File: config.mk
export PLATFORM = sky130hd
export DESIGN_NAME = rps_dut_core
export DESIGN_NICKNAME = d
export VERILOG_FILES = /design/src/rtl/rps_dut_core.sv
export SDC_FILE = /design/constraint.sdc
export NUM_CORES = 1
export LEC_CHECK = 0
export ABC_AREA = 1
export BUFFER_PORTS_ARGS = -buffer_cell sky130_fd_sc_hd__buf_4
export CAP_MARGIN = 20
export CORE_MARGIN = 1.5
export CORE_UTILIZATION = 56
export DETAILED_ROUTE_END_ITERATION = 12
export PLACE_DENSITY = 0.78
export SETUP_SLACK_MARGIN = 0.05
export SLEW_MARGIN = 20
export SYNTH_ARGS = -nofsm -noshare
export SYNTH_HDL_FRONTEND = slang
export SYNTH_SLANG_ARGS = --single-unit
File: constraint.sdc
create_clock -name clk -period 1.85 [get_ports clk]
set_clock_uncertainty 0.05 [all_clocks]
set_input_delay 0.0925 -clock clk [delete_from_list [all_inputs] [get_ports clk]]
set_output_delay 0.0925 -clock clk [all_outputs]
set_load 0.02 [all_outputs]
File: src/rtl/rps_dut_core.sv
// Rock-paper-scissors referee: captures one move per player, judges the
// round, and keeps a wrapping win count per player.
module rps_dut_core #(
    parameter int unsigned SCORE_W = 16
) (
    input  logic               clk,
    input  logic               rst,
    input  logic               r1,
    input  logic               p1,
    input  logic               s1,
    input  logic               go1,
    input  logic               r2,
    input  logic               p2,
    input  logic               s2,
    input  logic               go2,
    output logic [SCORE_W-1:0] score1,
    output logic [SCORE_W-1:0] score2,
    output logic               dut_busy
);

    localparam int unsigned MOVE_W = 3;

    localparam logic [1:0] ST_IDLE = 2'd0;
    localparam logic [1:0] ST_EVAL = 2'd1;
    localparam logic [1:0] ST_DONE = 2'd2;

    // Moves are held as {rock, paper, scissors}
    localparam logic [MOVE_W-1:0] MV_R = 3'b100;
    localparam logic [MOVE_W-1:0] MV_P = 3'b010;
    localparam logic [MOVE_W-1:0] MV_S = 3'b001;

    logic [1:0]        state;
    logic [1:0]        state_nxt;
    logic              have1;
    logic              have2;
    logic [MOVE_W-1:0] mv1;
    logic [MOVE_W-1:0] mv2;
    logic [MOVE_W-1:0] in1_c;
    logic [MOVE_W-1:0] in2_c;
    logic              valid1_c;
    logic              valid2_c;
    logic              cap1_c;
    logic              cap2_c;
    logic              p1_wins_c;
    logic              p2_wins_c;

    // Input decode, capture qualification and round judgement
    always_comb begin
        in1_c     = {r1, p1, s1};
        in2_c     = {r2, p2, s2};
        valid1_c  = (in1_c == MV_R) || (in1_c == MV_P) || (in1_c == MV_S);
        valid2_c  = (in2_c == MV_R) || (in2_c == MV_P) || (in2_c == MV_S);
        cap1_c    = (state == ST_IDLE) && go1 && valid1_c && !have1;
        cap2_c    = (state == ST_IDLE) && go2 && valid2_c && !have2;
        p1_wins_c = ((mv1 == MV_R) && (mv2 == MV_S)) ||
                    ((mv1 == MV_S) && (mv2 == MV_P)) ||
                    ((mv1 == MV_P) && (mv2 == MV_R));
        p2_wins_c = ((mv2 == MV_R) && (mv1 == MV_S)) ||
                    ((mv2 == MV_S) && (mv1 == MV_P)) ||
                    ((mv2 == MV_P) && (mv1 == MV_R));
    end

    // Next-state logic: start judging once both moves are held after capture
    always_comb begin
        state_nxt = state;
        case (state)
            ST_IDLE: begin
                if ((have1 || cap1_c) && (have2 || cap2_c)) begin
                    state_nxt = ST_EVAL;
                end
            end
            ST_EVAL: state_nxt = ST_DONE;
            ST_DONE: state_nxt = ST_IDLE;
            default: state_nxt = ST_IDLE;
        endcase
    end

    // State register with registered busy flag
    always_ff @(posedge clk) begin
        if (rst) begin
            state    <= ST_IDLE;
            dut_busy <= 1'b0;
        end else begin
            state    <= state_nxt;
            dut_busy <= (state_nxt != ST_IDLE);
        end
    end

    // Held moves: first valid move per player wins, cleared when the round ends
    always_ff @(posedge clk) begin
        if (rst) begin
            have1 <= 1'b0;
            have2 <= 1'b0;
            mv1   <= '0;
            mv2   <= '0;
        end else if (state == ST_DONE) begin
            have1 <= 1'b0;
            have2 <= 1'b0;
            mv1   <= '0;
            mv2   <= '0;
        end else begin
            if (cap1_c) begin
                have1 <= 1'b1;
                mv1   <= in1_c;
            end
            if (cap2_c) begin
                have2 <= 1'b1;
                mv2   <= in2_c;
            end
        end
    end

    // Score counters, updated once per judged round and wrapping at full scale
    always_ff @(posedge clk) begin
        if (rst) begin
            score1 <= '0;
            score2 <= '0;
        end else if (state == ST_EVAL) begin
            if (p1_wins_c) begin
                score1 <= score1 + SCORE_W'(1);
            end
            if (p2_wins_c) begin
                score2 <= score2 + SCORE_W'(1);
            end
        end
    end

endmodule

# [Word-level counts from Yosys, hierarchy flattened]
# Cells that the tools add are included.
[totals] elab_cells=56 inputBits=10 register_bits=43
[op_classes] n_reduce_logical=30 n_eq_ne=14 addsub=2 mux=2
[ops] operator="$add 16x1->16 const B" count=2
[ops] operator="$logic_and 1x1->1" count=13
[ops] operator="$eq 3x1->1 const B" count=4
[ops] operator="$eq 3x2->1 const B" count=4
[ops] operator="$eq 3x3->1 const B" count=4
[ops] operator="$logic_or 1x1->1" count=10
[ops] operator="$pmux 2 s2" count=1
[ops] operator="$reduce_and 2->1" count=2
[ops] operator="$eq 2x1->1 const B" count=1
[ops] operator="$eq 2x2->1 const B" count=1
[ops] operator="$logic_not 1->1" count=2
[ops] operator="$logic_not 2->1" count=1
[ops] operator="$mux 2" count=1
[ops] operator="$reduce_bool 2->1" count=1
[ops] operator="$reduce_or 2->1" count=1

# [Depth between registers and ports, before layout]
# Gate-level depths: netlist (run 1).
[depth] ltp_word=10 ltp_mapped=10

# [Least setup slack after synthesis (run 1)]
# Ideal clock, no wire load.
[synth_timing] kind="flip-flop to flip-flop" start="register score1[0]" end="register score1[14]" slack_ns=0.251 setup_ns=0.064 required_ns=1.736 path_stages_with_launch=10 t_arrival_ns=1.485 period_less_slack_ns=1.599 cell_sequence="dfxtp_1 -> ha_1 -> nand2_1 -> nor2_2 -> nand3b_1 -> nor2_1 -> nand3_1 -> nand2_1 -> inv_1 -> nor2_1"
[synth_between] elab_chain_cells=1
[synth_lines] element="start, declared" line_no="16" source="output logic [SCORE_W-1:0] score1,"
[synth_lines] element="start signal, assigned" line_no="120" source="score1 <= score1 + SCORE_W'(1);"
[synth_lines] element="$add 16x1->16" line_no="120"
# No other way between the ends.
# A chain may end at the register's enable or synchronous reset.

# [Worst setup path after layout (run 1)]
# Same ends and word-level chain as after synthesis.

==> flow_metrics.py, run 1 <==
metrics = {
    "run_status": {
        "status": "finished, final reports clean",
    },
    "worst_setup_path": {
        "cpPeakStageDelay_ps": 400,
        "arrival_ps": 1830,
        "cp_num_buf_inv": 1,
        "cp-end-kind": "register",
        "crit_type": "register to register",
        "critPathSlowestCell": "dfxtp_1",
        "critPathTopFamily": "simple AND/OR/NAND/NOR gates",
        "critPathLaunchType": "register",
        "crit_path_cell_trace": "ha_1, nand2_1, nor2_2, nand3b_1, nor2_1, nand3_1, nand2_1, inv_1, nor2_1",
        "required_ps": 2050,
        "crit_fanout": 6,
    },
    "power_and_ir_drop": {
        "p_leak_nw": 1.26,
        "p_sw_w": 0.000416,
        "irDropWorstVdd_uv": 421,
        "clkPwrFrac_pct": 35.0,
        "p_comb_share_pct": 7.9,
        "p_per_area_mw_per_mm2": 572,
        "p_sw_share_pct": 24.9,
        "p_total_w": 0.00167,
        "p_int_w": 0.00125,
        "power.share.sequential_pct": 57.1,
    },
    "sta": {
        "setup_tns_ps": 0,
        "relSlewSlack_pct": 70.9,
        "setup_slack_ps": 215,
        "rsz0062_at_grt": "false",
        "clock.fmax_ghz": 0.612,
        "whs_ps": 21.5,
        "finalHoldViolCount": 0,
        "timing.final.max_slew_violations": 0,
        "setup_violations": 0,
        "tightestPinTransition_ps": 436,
        "layout_min_cycle_time_ps": 1640,
        "fin_crit_sh_pct": 88.4,
    },
    "synth": {
        "synth_nets": 401,
        "yosysTopAreaCellShare_pct": 34.9,
        "ys_top_cells_by_area": "dfxtp_1, nand2_1, nor2_1",
        "yosysSeqAreaShare_pct": 34.9,
        "synth_warnings": 0,
        "synth_flop_cell": "dfxtp_1",
        "synth_largest_area_cell": "dfxtp_1",
        "synth_seq_cells": 43,
        "synth_area_sq_mm": 0.00247,
        "synth_area_per_cell_sq_um": 6.34,
        "ys_async_sr_fraction_pct": 0,
        "synth_edf_count": 0,
        "yosysUniqueCellTypes": 23,
        "syn_inst": 389,
    },
    "placed_design": {
        "port_buffers": 42,
        "dp_hpwl_mm": 4.10,
        "place_area_sq_mm": 0.00284,
        "dp_slack_ps": 181,
        "place_congestion": 0.831,
    },
    "floorplan": {
        "num_io_pins": 43,
        "core-area_sq_mm": 0.00412,
        "row_count": 23,
        "die_h_um": 69.4,
        "initial_core_util_pct": 60.0,
        "dieWidth_um": 69.4,
        "die-area_sq_mm": 0.00481,
    },
    "global_route": {
        "overflow": 0,
        "grt_max_degree": 29,
        "antenna_found_initial": 0,
        "grt_pass1_vias": 2341,
        "track_usage_pct": 24.3,
        "grt_pass1_wl_mm": 9.78,
    },
    "finish": {
        "stdcell_area_sq_mm": 0.00292,
        "antenna_cells": 0,
        "drive_gt1_share_pct": 14.7,
        "multi_input_area_sq_mm": 0.00141,
        "num-fill-cells": 369,
        "regArea_sq_um": 861,
        "nets": 447,
        "final_cell_mix": "nand2_1, nor2_1, buf_4, dfxtp_1",
        "syn2layout_area_growth_pct": 18.4,
        "final_common_cell": "nand2_1",
    },
    "cts": {
        "cts_buffer_depth": 2,
        "cts_tree": "done",
        "cts-root-buf": "clkbuf_8",
        "cts_buffers": 5,
        "clock_latency_ps": 300,
        "cts_sinks": 43,
        "htree_levels": 2,
        "postCtsHoldBufs": 0,
        "cts.clk_slew.worst_paths_ps": 90,
    },
    "detailed_routing": {
        "drtIter0Drc": 203,
        "vias": 2558,
        "routed_wl_mm": 5.70,
        "wl_per_cell_um": 11.7,
        "drc_errors": 0,
        "antenna_left": 0,
        "vias_per_cell": 5.26,
        "firstDrtPassIters": 4,
    },
    "job": {
        "max_cap_violations": 0,
    },
    "min_path": {
        "hp-class": "input port to register",
    },
}
[power groups by stage]
stage               logic [W]  registers, W  clock network, W
floorplan           0.0000915      0.000976                 0
global placement     0.000130      0.000975                 0
detailed placement   0.000133      0.000976                 0
CTS                  0.000133      0.000954          0.000600
global route         0.000152      0.000958          0.000633
finish               0.000133      0.000954          0.000584
[cell usage after synthesis (3+ instances only)]
cell type,instances
a21oi_1,29
dfxtp_1,43
nand4_1,14
o21ai_0,12
xnor2_1,4
nor2_2,4
xor2_1,7
nor3_1,3
buf_4,3
nor2_1,53
nand3_1,39
nand3b_1,6
inv_1,39
clkbuf_1,3
nand2_1,119
[through the flow]
stage | util [%] | cells
6_report | 71.0 | 486
5_1_grt | 71.0 | 486
4_1_cts | 70.9 | 486
3_5_place_dp | 68.9 | 478
3_3_place_gp | 68.9 | 478
2_1_floorplan | - | 389
[registers in the layout (all words and copies together) (netlist names)]
register	cells
score1	16
score2	16
mv1	3
mv2	3
state	2
dut_busy	1
have1	1
have2	1
[cell type report]
| type | instances | share of cell area, % |
|---|---|---|
| clock buffers | 7 | 2.61 |
| clock inverters | 1 | 0.171 |
| inverters | 40 | 5.14 |
| multi-input cells | 297 | 48.1 |
| flip-flops and latches | 43 | 29.5 |
| well taps | 50 | 2.14 |
| repair buffers | 48 | 12.3 |
[final timing paths]
kind	from	slack, ps	depth (start not counted)	to
worst max-delay path	score1[0]$_SDFFE_PP0P_	210	9	score1[14]$_SDFFE_PP0P_
worst min-delay path	r2	20	3	mv2[2]$_SDFFE_PP0P_
worst max register to register	score1[0]$_SDFFE_PP0P_	210	9	score1[14]$_SDFFE_PP0P_
worst min register to register	have1$_SDFFE_PP0P_	430	2	have1$_SDFFE_PP0P_
[kinds of logic after synthesis]
family,Yosys count,synth area share [%]
simple gates,242,43.2
fa+ha+maj,2,1.01
buf+inv,49,8.32
flops,43,34.9
compound gates,42,8.67
xor+xnor,11,3.90
[metal layers]
metal / global-route usage, % / wire length (um) / vias up
met5: 0 / 0 / -
met4: 8.28 / 65 / 0
met3: 5.09 / 316 / 7
met2: 41.5 / 2660 / 67
met1: 30.3 / 2660 / 1145
li1: - / - / 1339
[worst min-delay path: stages]
cell and delay [ps]:
buf_4 90, o21ai_0 70, nor2_1 70
[repair_timing]
item | in CTS | in global routing
resized for setup | 0 | 1
buffers inserted | 0 | 0
endpoints found under the setup margin | 0 | 2
No activity file was read; power rests on OpenSTA's default activity.
==> run 2, diff against run 1 <==
CORE_UTILIZATION = 53   (was 56)
PLACE_DENSITY = 0.74   (was 0.78)
==> run 2 against run 1 <==
Non-clock buffer count is 2 higher. Via count down 1.4%. Cell count grew 0.82%. Core utilization decreased by 4.0 points. First-iteration DRC count shrank 25%. Global-route usage down 0.95 points. Clock power grew 14%. Die area rose by 5.4%. Clock-buffer cell count unchanged. Critical endpoint is now score1[0]$_SDFFE_PP0P_. Largest cell class unchanged. Largest power group unchanged.
==> flow_metrics.py, run 2 (synthesized netlist as in run 1, its figures left out) <==
metrics = {
    "floorplan": {
        "die-area_sq_mm": 0.00507,
        "core-area_sq_mm": 0.00441,
        "dieWidth_um": 71.2,
        "die_h_um": 71.2,
        "initial_core_util_pct": 55.9,
        "row_count": 24,
        "num_io_pins": 43,
    },
    "global_route": {
        "track_usage_pct": 23.3,
        "grt_pass1_vias": 2344,
        "antenna_found_initial": 0,
        "grt_pass1_wl_mm": 9.80,
        "grt_max_degree": 29,
        "overflow": 0,
    },
    "detailed_routing": {
        "met3_length_um": 240,
        "vias": 2523,
        "wl_per_cell_um": 11.4,
        "antenna_left": 0,
        "drc_errors": 0,
        "routed_wl_mm": 5.59,
        "met2_length_mm": 2.67,
        "firstDrtPassIters": 4,
        "vias_per_cell": 5.15,
        "drtIter0Drc": 152,
        "top_layer": "met4",
        "wl_met1_mm": 2.63,
    },
    "cts": {
        "cts.clk_slew.worst_paths_ps": 90,
        "clock_latency_ps": 300,
        "postCtsHoldBufs": 0,
        "htree_levels": 2,
        "cts_sinks": 43,
        "cts_buffer_depth": 2,
        "cts_buffers": 5,
        "cts_tree": "done",
        "cts-root-buf": "clkbuf_8",
    },
    "min_path": {
        "hp-class": "input port to register",
        "hp-start": "p2",
        "hold_end": "mv2[1]$_SDFFE_PP0P_",
        "whs_path_depth": 3,
    },
    "finish": {
        "reg_top3": "score1: 16 flops, score2: 16 flops",
        "num-fill-cells": 427,
        "final_common_cell": "nand2_1",
        "drive_gt1_share_pct": 15.8,
        "antenna_cells": 0,
        "nets": 449,
        "syn2layout_area_growth_pct": 19.9,
        "final_cells": 490,
        "final_cell_mix": "nand2_1, nor2_1, buf_4, dfxtp_1",
        "stdcell_area_sq_mm": 0.00296,
    },
    "power_and_ir_drop": {
        "p_per_area_mw_per_mm2": 593,
        "irDropWorstVdd_uv": 576,
        "p_total_w": 0.00175,
        "p_leak_nw": 1.26,
    },
    "placed_design": {
        "dp_hpwl_mm": 4.06,
        "place_congestion": 0.859,
        "port_buffers": 42,
        "dp.cells": 482,
        "place_area_sq_mm": 0.00285,
    },
    "sta": {
        "layout_min_cycle_time_ps": 1660,
        "setup_violations": 0,
        "whs_ps": 42.6,
        "rsz0062_at_grt": "false",
        "tightestPinTransition_ps": 391,
        "finalHoldViolCount": 0,
        "relSlewSlack_pct": 73.9,
        "timing.final.max_slew_violations": 0,
        "clock.fmax_ghz": 0.602,
        "fin_crit_sh_pct": 89.7,
        "setup_tns_ps": 0,
    },
    "job": {
        "max_cap_violations": 0,
    },
    "worst_setup_path": {
        "crit_type": "register to register",
        "crit_fanout": 18,
        "rrSetupSlack_ps": 190,
        "cp-end-kind": "register",
        "cpPeakStageDelay_ps": 350,
        "reg2reg_depth": 9,
        "critPathTopFamily": "simple AND/OR/NAND/NOR gates",
        "critPathLaunchType": "register",
        "rr_endpoint": "score1[0]$_SDFFE_PP0P_",
        "critPathSlowestCell": "dfxtp_1",
        "cp_num_buf_inv": 2,
        "required_ps": 2000,
        "crit_path_cell_trace": "inv_1, nor3_1, nand2_1, nand3_4, nand2_2, inv_1, nand2_1, nand2_1, nor2_1",
        "cpMostUsedCell": "nand2_1",
        "arrival_ps": 1810,
        "r2r_start": "mv1[1]$_SDFFE_PP0P_",
    },
    "run_status": {
        "status": "finished, final reports clean",
    },
}
run 2: cell count changes in the layout (fill, tap and decap cells not counted):
cell	delta
nand2_2	+1
ha_2	+1
clkbuf_8	+2
buf_4	+2
nand2_4	-1
ha_1	-1
clkbuf_1	-2
clkinvlp_4	+1
clkinv_2	-1
run 2: layer usage:
layer | global-route usage (%) | vias up
met2 | 40.8 | 54
met5 | 0 | -
li1 | - | 1340
met3 | 3.38 | 4
met4 | 7.13 | 0
met1 | 29.7 | 1125
run 2: report_power, final:
part,leakage [nW],switching [W],internal [W]
sequential,0.348,0.0000110,0.000943
combinational,0.860,0.0000868,0.0000471
clock,0.0505,0.000327,0.000340
run 2: timing repair:
item,CTS,global route
endpoints found under the setup margin,0,1
setup buffers,0,0
gates resized for setup,0,1
run 2: area by class of cell:
| cell class | instances | area [sq um] | share of cell area, % |
|---|---|---|---|
| flip-flops and latches | 43 | 861 | 29.1 |
| well taps | 52 | 65.1 | 2.20 |
| inverters | 40 | 150 | 5.07 |
| repair buffers | 50 | 375 | 12.7 |
| clock inverters | 1 | 7.51 | 0.254 |
| clock buffers | 7 | 96.3 | 3.26 |
| multi-input cells | 297 | 1400 | 47.4 |
run 2: how the worst max path moves through the flow:
stage | from | endpoint | slack (ps) | depth (start not counted)
floorplan | score1[0]$_SDFFE_PP0P_ | score1[14]$_SDFFE_PP0P_ | 250 | 9
global placement | score2[0]$_SDFFE_PP0P_ | score2[14]$_SDFFE_PP0P_ | 290 | 9
detailed placement | score1[0]$_SDFFE_PP0P_ | score1[14]$_SDFFE_PP0P_ | 220 | 9
CTS | score1[0]$_SDFFE_PP0P_ | score1[14]$_SDFFE_PP0P_ | 190 | 9
global route | mv2[0]$_SDFFE_PP0P_ | score1[0]$_SDFFE_PP0P_ | 50 | 9
finish | mv1[1]$_SDFFE_PP0P_ | score1[0]$_SDFFE_PP0P_ | 190 | 9
run 2: worst reg2reg max path: cells and delay by family, from the launching register on:
family / cells / cell delay [ps]
buffers and inverters: 2 / 210
DFF: 1 / 350
and+or+nand+nor: 7 / 970
run 2: metrics by stage:
stage	setup slack (ps)	utilization (%)
finish	190	67.0
global placement	291	64.6
detailed placement	216	64.6
CTS	191	67.0
global route	50.1	67.0
floorplan	251	-
